[src/rtl/sync_fifo_pkg.sv]
// Shared helpers for the synchronous FIFO: clog2 and
// elaboration-time parameter legality checks.
package sync_fifo_pkg;

    function automatic int clog2(input int n);
        int r;
        r = 0;
        while ((1 << r) < n) r++;
        return r;
    endfunction

    function automatic bit aw_ok(input int aw);
        return (aw >= 1) && (aw <= 10);
    endfunction

    function automatic bit af_ok(input int aw, input int af);
        return (af >= 1) && (af <= (1 << aw));
    endfunction

    function automatic bit ae_ok(input int aw, input int ae);
        return (ae >= 0) && (ae <= (1 << aw) - 1);
    endfunction

endpackage

[src/rtl/fifo_mem.sv]
// DEPTH x BW simple dual-port RAM: synchronous write, asynchronous read.
// Ports: i_clk, i_we/i_waddr/i_wdata write port, i_raddr/o_rdata read port.
import sync_fifo_pkg::*;

module fifo_mem #(
    parameter int BW = 8,
    parameter int AW = 4
) (
    input  logic          i_clk,
    input  logic          i_we,
    input  logic [AW-1:0] i_waddr,
    input  logic [BW-1:0] i_wdata,
    input  logic [AW-1:0] i_raddr,
    output logic [BW-1:0] o_rdata
);

    localparam int DEPTH = 1 << AW;

    logic [BW-1:0] mem [DEPTH];

    always_ff @(posedge i_clk) begin
        if (i_we) mem[i_waddr] <= i_wdata;
    end

    assign o_rdata = mem[i_raddr];

endmodule

[src/rtl/sync_fifo.sv]
// Parametrised single-clock FIFO with thresholds, sticky errors, FWFT/registered read.
// Ports: i_clk, i_rst_n (sync low), i_wr/i_data, i_rd, i_clr_err; o_data/o_valid, flags, o_fill.
import sync_fifo_pkg::*;

module sync_fifo #(
    parameter int BW     = 8,
    parameter int AW     = 4,
    parameter int AF_LVL = (1 << AW) - 2,
    parameter int AE_LVL = 2,
    parameter bit FWFT   = 1'b1
) (
    input  logic          i_clk,
    input  logic          i_rst_n,
    input  logic          i_wr,
    input  logic [BW-1:0] i_data,
    input  logic          i_rd,
    input  logic          i_clr_err,
    output logic [BW-1:0] o_data,
    output logic          o_valid,
    output logic          o_full,
    output logic          o_empty,
    output logic          o_afull,
    output logic          o_aempty,
    output logic [AW:0]   o_fill,
    output logic          o_overflow,
    output logic          o_underflow
);

    localparam int          DEPTH = 1 << AW;
    localparam logic [AW:0] FULL_V = (AW+1)'(DEPTH);
    localparam logic [AW:0] AF_V   = (AW+1)'(AF_LVL);
    localparam logic [AW:0] AE_V   = (AW+1)'(AE_LVL);

    if (!aw_ok(AW)) begin : g_bad_aw
        $error("sync_fifo: AW out of range 1..10");
    end
    if (!af_ok(AW, AF_LVL)) begin : g_bad_af
        $error("sync_fifo: AF_LVL out of range 1..DEPTH");
    end
    if (!ae_ok(AW, AE_LVL)) begin : g_bad_ae
        $error("sync_fifo: AE_LVL out of range 0..DEPTH-1");
    end

    logic [AW:0]   wr_ptr;
    logic [AW:0]   rd_ptr;
    logic [AW:0]   fill;
    logic          rd_ok;
    logic          wr_ok;
    logic [BW-1:0] rd_data;

    // Extra pointer bit disambiguates full from empty; subtraction wraps.
    assign fill     = wr_ptr - rd_ptr;
    assign o_fill   = fill;
    assign o_empty  = (fill == '0);
    assign o_full   = (fill == FULL_V);
    assign o_afull  = (fill >= AF_V);
    assign o_aempty = (fill <= AE_V);

    assign rd_ok = i_rd & ~o_empty;
    // A read in the same cycle frees the slot, so writing while full is legal.
    assign wr_ok = i_wr & (~o_full | rd_ok);

    always_ff @(posedge i_clk) begin
        if (!i_rst_n) begin
            wr_ptr      <= '0;
            rd_ptr      <= '0;
            o_overflow  <= 1'b0;
            o_underflow <= 1'b0;
        end else begin
            if (wr_ok) wr_ptr <= wr_ptr + 1'b1;
            if (rd_ok) rd_ptr <= rd_ptr + 1'b1;
            // Set beats clear when both happen in one cycle.
            o_overflow  <= (i_wr & ~wr_ok) | (o_overflow & ~i_clr_err);
            o_underflow <= (i_rd & ~rd_ok) | (o_underflow & ~i_clr_err);
        end
    end

    fifo_mem #(
        .BW(BW),
        .AW(AW)
    ) u_mem (
        .i_clk  (i_clk),
        .i_we   (wr_ok),
        .i_waddr(wr_ptr[AW-1:0]),
        .i_wdata(i_data),
        .i_raddr(rd_ptr[AW-1:0]),
        .o_rdata(rd_data)
    );

    if (FWFT) begin : g_fwft
        assign o_data  = rd_data;
        assign o_valid = ~o_empty;
    end else begin : g_reg
        logic [BW-1:0] data_q;
        logic          valid_q;

        always_ff @(posedge i_clk) begin
            if (!i_rst_n) begin
                data_q  <= '0;
                valid_q <= 1'b0;
            end else begin
                valid_q <= rd_ok;
                if (rd_ok) data_q <= rd_data;
            end
        end

        assign o_data  = data_q;
        assign o_valid = valid_q;
    end

endmodule

[config.mk]
export PLATFORM = sky130hd
export DESIGN_NAME = sync_fifo
export DESIGN_NICKNAME = d
export VERILOG_FILES = /design/src/rtl/sync_fifo_pkg.sv /design/src/rtl/fifo_mem.sv /design/src/rtl/sync_fifo.sv
export SDC_FILE = /design/constraint.sdc
export NUM_CORES = 1
export LEC_CHECK = 0
export BUFFER_PORTS_ARGS = -buffer_cell sky130_fd_sc_hd__buf_4
export CELL_PAD_IN_SITES_DETAIL_PLACEMENT = 0
export CELL_PAD_IN_SITES_GLOBAL_PLACEMENT = 1
export CORE_MARGIN = 2
export CORE_UTILIZATION = 52
export CTS_BUF_LIST = sky130_fd_sc_hd__clkbuf_4 sky130_fd_sc_hd__clkbuf_8 sky130_fd_sc_hd__clkbuf_16
export DETAILED_ROUTE_END_ITERATION = 8
export GPL_ROUTABILITY_DRIVEN = 0
export GPL_TIMING_DRIVEN = 0
export PLACE_DENSITY = 0.85
export SYNTH_ARGS = -nofsm -noshare
export SYNTH_HDL_FRONTEND = slang
export SYNTH_SLANG_ARGS = --single-unit
[constraint.sdc]
create_clock -name i_clk -period 4.98 [get_ports i_clk]
set_clock_uncertainty 0.2 [all_clocks]
set_input_delay 1.245 -clock i_clk [delete_from_list [all_inputs] [get_ports i_clk]]
set_output_delay 1.245 -clock i_clk [all_outputs]
set_load 0.02 [all_outputs]
# After elaboration in Yosys (flattened, before gate mapping)
# Memory sizes are Yosys's and may differ from the RTL's. A register that Yosys moved wholly into a read port is not among the register bits.
# Index checks and enable logic that the tools add are counted.
# op_classes
n_lt_le_gt_ge,2
n_bitwise,14
n_reduce_logical,1
mux,4
add_sub_neg,3
eq_ne,1
# op_table
cell,count
"5-bit by 1-bit adder with 5-bit output, second input constant",2
4-bit two-way mux,2
1-bit AND,6
"5-bit == test, second input constant",1
"5-bit by 4-bit greater-or-equal comparator with 1-bit output, second input constant",1
"5-bit by 2-bit less-or-equal comparator with 1-bit output, second input constant",1
5-bit logical NOT,1
1-bit NOT,5
5-bit subtractor,1
1-bit bitwise OR,3
1-bit two-way mux,2
# word_totals
ramBits,128
out_inout_bits,20
n_memories,1
inputBits,13
ff_bits,12
wordCells,30
# memory_table
memory,depth,width,rd,rd_ports_with_merged_regs,write_ports,line,source
u_mem.mem,16,8,1,1,1,fifo_mem.sv:19,logic [BW-1:0] mem [DEPTH];

# Depth between registers and ports, before layout
# logic_depth
depth_word,9
ltp_mapped,11
mapped_depth_nobuf,10

# Cells and area by module
# A second synthesis with hierarchy kept.
# hier_totals
cells_unflattened,344
hier_area_um2,6040.8
# modules_own_cells
mod,cells_each,seq_area_each_um2,n_inst,area_each_um2
fifo_mem,221,3843.7,1,4987.3
sync_fifo,123,240.2,1,1053.5

# Least setup slack after synthesis
# Ideal clock, no wire load.
# synth_timing
path_kind,reg2out
from,register wr_ptr[0]
to,output o_aempty
t_arrival_ns,3.075
required_time_ns,3.535
path_buffers,1
slack_ns,0.460
stages_incl_launch_ff,10
path_cell_list,dfxtp_1 -> inv_1 -> ha_1 -> fa_1 -> nand2b_1 -> a21oi_1 -> xor2_1 -> buf_4 -> inv_1 -> a2111oi_0
# synth_between
elab_chain_len,2
# synth_lines
item,line,source
"start, declared",sync_fifo.sv:44,logic [AW:0] wr_ptr;
"start signal, assigned",sync_fifo.sv:70,if (wr_ok) wr_ptr <= wr_ptr + 1'b1;
5-bit subtractor,sync_fifo.sv:52,assign fill = wr_ptr - rd_ptr;
named net o_fill[4],sync_fifo.sv:24,"output logic [AW:0] o_fill,"
5-bit by 2-bit less-or-equal comparator with 1-bit output,sync_fifo.sv:57,assign o_aempty = (fill <= AE_V);
"end, declared",sync_fifo.sv:23,"output logic o_aempty,"
# The timed path passes the listed nets, and every way through them passes these cells.

# Worst setup path in the final report
# layout_timing
from,register wr_ptr[0]
to,output o_aempty
# layout_between
elab_chain_len,2
# layout_lines
item,line
5-bit subtractor,sync_fifo.sv:52
5-bit by 2-bit less-or-equal comparator with 1-bit output,sync_fifo.sv:57
# No other way between the ends.

==> results.tsv <==
stage	metric	value	unit
clocking	worst skew pair latency	0.41	ns
yosys	Synth area leader	edfxtp_1	
routing	vias per cell	6.01	
yosys	synth unique cells	47	
clocking	post-CTS setup buffers	0	
floorplan	Initial Util	52.9	%
critical_path	Worst Path Required	3.53	ns
critical_path	cells on worst reg2reg path	9	
clocking	Clock transition at path regs	0.06	ns
global_route	initial antenna violation count	0	
clocking	CTS buffer count	17	
routing	DRT met1 WL	4920	um
min_path	Hold EP	rd_ptr[4]	
sta	Tmin final	4.69	ns
pwr	leakage	0.00236	uW
routing	routed wl met3	575	um
final_layout	fill cell count	786	
final_layout	n_diodes	0	
critical_path	CP max FO	10	
yosys	sequential share of the synthesized area	69.2	%
routing	Starting DRT DRC Count	274	
yosys	ys async rst share	0	%
pwr	Max VDD drop	0.000575	V
yosys	Mapped Nets	352	
sta	final period utilization	94.1	%
critical_path	WP data arrival	3.24	ns
placement	cell area after placement	6480	um2
routing	drt total wl	12400	um
yosys	#FFs+latches synth	144	
routing	Post-DRT Antenna Nets	0	
routing	wire per inst	23.0	um
yosys	mean area per synthesized cell	18.3	um2
floorplan	chip height	112	um
final_layout	final instance area	7150	um2
floorplan	Die W	112	um
sta	RSZ-0062 raised after global routing	no	
sta	Setup violations, final	0	
clocking	H-Tree Depth	4	
min_path	hold_sp	rd_ptr[4]	
final_layout	Layout area overhead	18.9	%
critical_path	r2r setup slk	0.93	ns
global_route	total track usage	21.0	%
global_route	largest net degree at the start of global routing	17	
global_route	vias in the first global route	3312	
min_path	hold depth	2	
floorplan	FP Rows	39	
global_route	total congestion overflow	0	
sta	final hold vios	0	
final_layout	proportion of layout cells with a drive suffix above 1	32.6	%
pwr	PD cells	568	nW/um2
critical_path	Setup crit start	wr_ptr[0]	
placement	hpwl dp	7970	um
clocking	CTS tree	built	
yosys	Post-synth top flop	edfxtp_1	
routing	via count	3239	
critical_path	Setup Crit Path Kind	reg2out	
routing	drt pass-1 iters	5	
clocking	Clock Path Buffers	2	
clocking	# hold bufs at CTS	0	
yosys	Post-Synthesis Cells	329	
floorplan	die area	12400	um2
critical_path	CP Capture Type	output pin	
routing	DR WL met2	6630	um
yosys	Post-synth EDFFs	128	
critical_path	reg2reg end	u_mem.mem[7][6]	
sta	Slew headroom	5.15	%
placement	Port Buf Inserts	31	
outcome	status	finished, final reports clean	
yosys	top cell type's share of synthesized area	63.9	%
floorplan	num ports	33	
run	MaxCap Viol Count	0	
clocking	clk sinks	144	
clocking	root buf cell	clkbuf_16	
routing	drt drc	0	
critical_path	Worst setup SP type	flip-flop	
routing	highest metal used	met4	
yosys	top cells by area, synth	edfxtp_1 64%, mux4_2 15%, dfxtp_1 5.3%	
sta	Max Freq	0.213	GHz
sta	Worst Max-Slew Pin Slew	1.41	ns
placement	# placed instances	507	
sta	max-slew violations	0	
clocking	Resized cells post-CTS	0	
final_layout	fin cells	539	
yosys	yosys warns	0	
yosys	Mapped Area	6020	um2
floorplan	CORE AREA	11400	um2
critical_path	worst r2r src	wr_ptr[0]	
sta	setup TNS	0	ns
global_route	first-pass GRT wire length	19000	um
min_path	Worst Hold Class	reg2reg	
final_layout	nets	406	
## state kept, by name, indices dropped and copies added (netlist names), named ones only
signal,count
o_overflow,1
wr_ptr,5
rd_ptr,5
u_mem.mem,128
o_underflow,1
## critical path, cell delays in order (launching register included)
cell       delay (ns)
dfxtp_1          0.41
inv_1            0.17
ha_1             0.24
fa_1             0.43
nand2b_1         0.17
a21oi_1          0.18
xor2_1           0.23
buf_4            0.24
inv_1            0.14
a2111oi_0        0.40
buf_4            0.22
## cells by family after synthesis
kind of cell	after synthesis	share of synthesized area [%]
simple gates	65	5.74
compound gates	28	3.81
xor+xnor	4	0.707
buf+inv	32	2.37
flops	144	69.2
mux	46	16.0
fa+ha+maj	10	2.20
## placed cells by master, fill, tap and decap left out, types with 3 or more instances in the layout
| cell type | netlist | layout |
|---|---|---|
| buf_4 | 1 | 36 |
| nor3_1 | 13 | 6 |
| o211ai_1 | 6 | 6 |
| mux2i_1 | 6 | 6 |
| nor4_2 | 0 | 4 |
| ha_1 | 9 | 9 |
| clkbuf_16 | 0 | 17 |
| a21oi_1 | 4 | 4 |
| xor2_1 | 3 | 3 |
| nor3_2 | 1 | 8 |
| edfxtp_1 | 128 | 128 |
| inv_1 | 13 | 13 |
| clkbuf_1 | 10 | 10 |
| a31oi_1 | 4 | 4 |
| mux4_2 | 40 | 40 |
| bufinv_16 | 0 | 4 |
| buf_2 | 3 | 3 |
| dfxtp_1 | 16 | 16 |
| nand2_1 | 18 | 18 |
| nand3_1 | 5 | 5 |
| nor2_1 | 5 | 5 |
| clkinv_4 | 0 | 3 |
| nand2b_1 | 5 | 5 |
| inv_6 | 0 | 3 |
## per-layer routing
layer / up-vias / track usage [%]
met5: - / 0
met4: 0 / 8.56
met3: 24 / 4.08
met2: 132 / 36.1
met1: 1633 / 26.5
li1: 1450 / -
## worst max path at each step
| stage | endpoint |
|---|---|
| final | o_aempty |
| after global routing | o_aempty |
| after CTS | o_aempty |
| after detailed placement | o_aempty |
| after global placement | u_mem.mem[0][6] |
| after floorplan | o_aempty |
## area by class of cell
type                            instances  area (um2)  area share, %
Sequential cell                       144        4160           58.2
Multi-Input combinational cell        153        1770           24.8
Clock buffer                           17         425           5.95
Timing Repair Buffer                   35         263           3.67
Clock inverter                         15         208           2.90
Tap cell                              143         179           2.50
Buffer                                 18        90.1           1.26
Inverter                               14        52.6          0.735
## Yosys cell counts, drive strengths merged, types with 2 or more instances
library cell  instances
mux2i                 6
a31oi                 4
nand2                18
or3                   2
nor2                  5
nand4                 2
o2111ai               2
xor2                  3
a2111oi               2
clkbuf               10
buf                   8
edfxtp              128
ha                    9
nand2b                5
inv                  13
o211ai                6
nand3b                2
nor4                  6
nand3                 5
nor3                 14
a21oi                 5
dfxtp                16
mux4                 40
## power by group
group / switching (uW) / internal, uW
sequential: 43.1 / 1390
combinational: 722 / 560
clock: 502 / 846
total: 1270 / 2800
## per-stage QoR
stage | util (%) | hold slack, ns | total power (uW) | setup slack (ns)
2_1_floorplan | - | 0.250 | 2300 | 0.460
3_3_place_gp | 56.5 | 0.266 | 2700 | 0.794
3_5_place_dp | 57.0 | 0.280 | 2740 | 0.674
4_1_cts | 62.6 | 0.291 | 4090 | 0.225
5_1_grt | 62.9 | 0.302 | 4230 | 0.0419
6_report | 62.9 | 0.286 | 4060 | 0.294
Power figures use the tool's default switching activity.
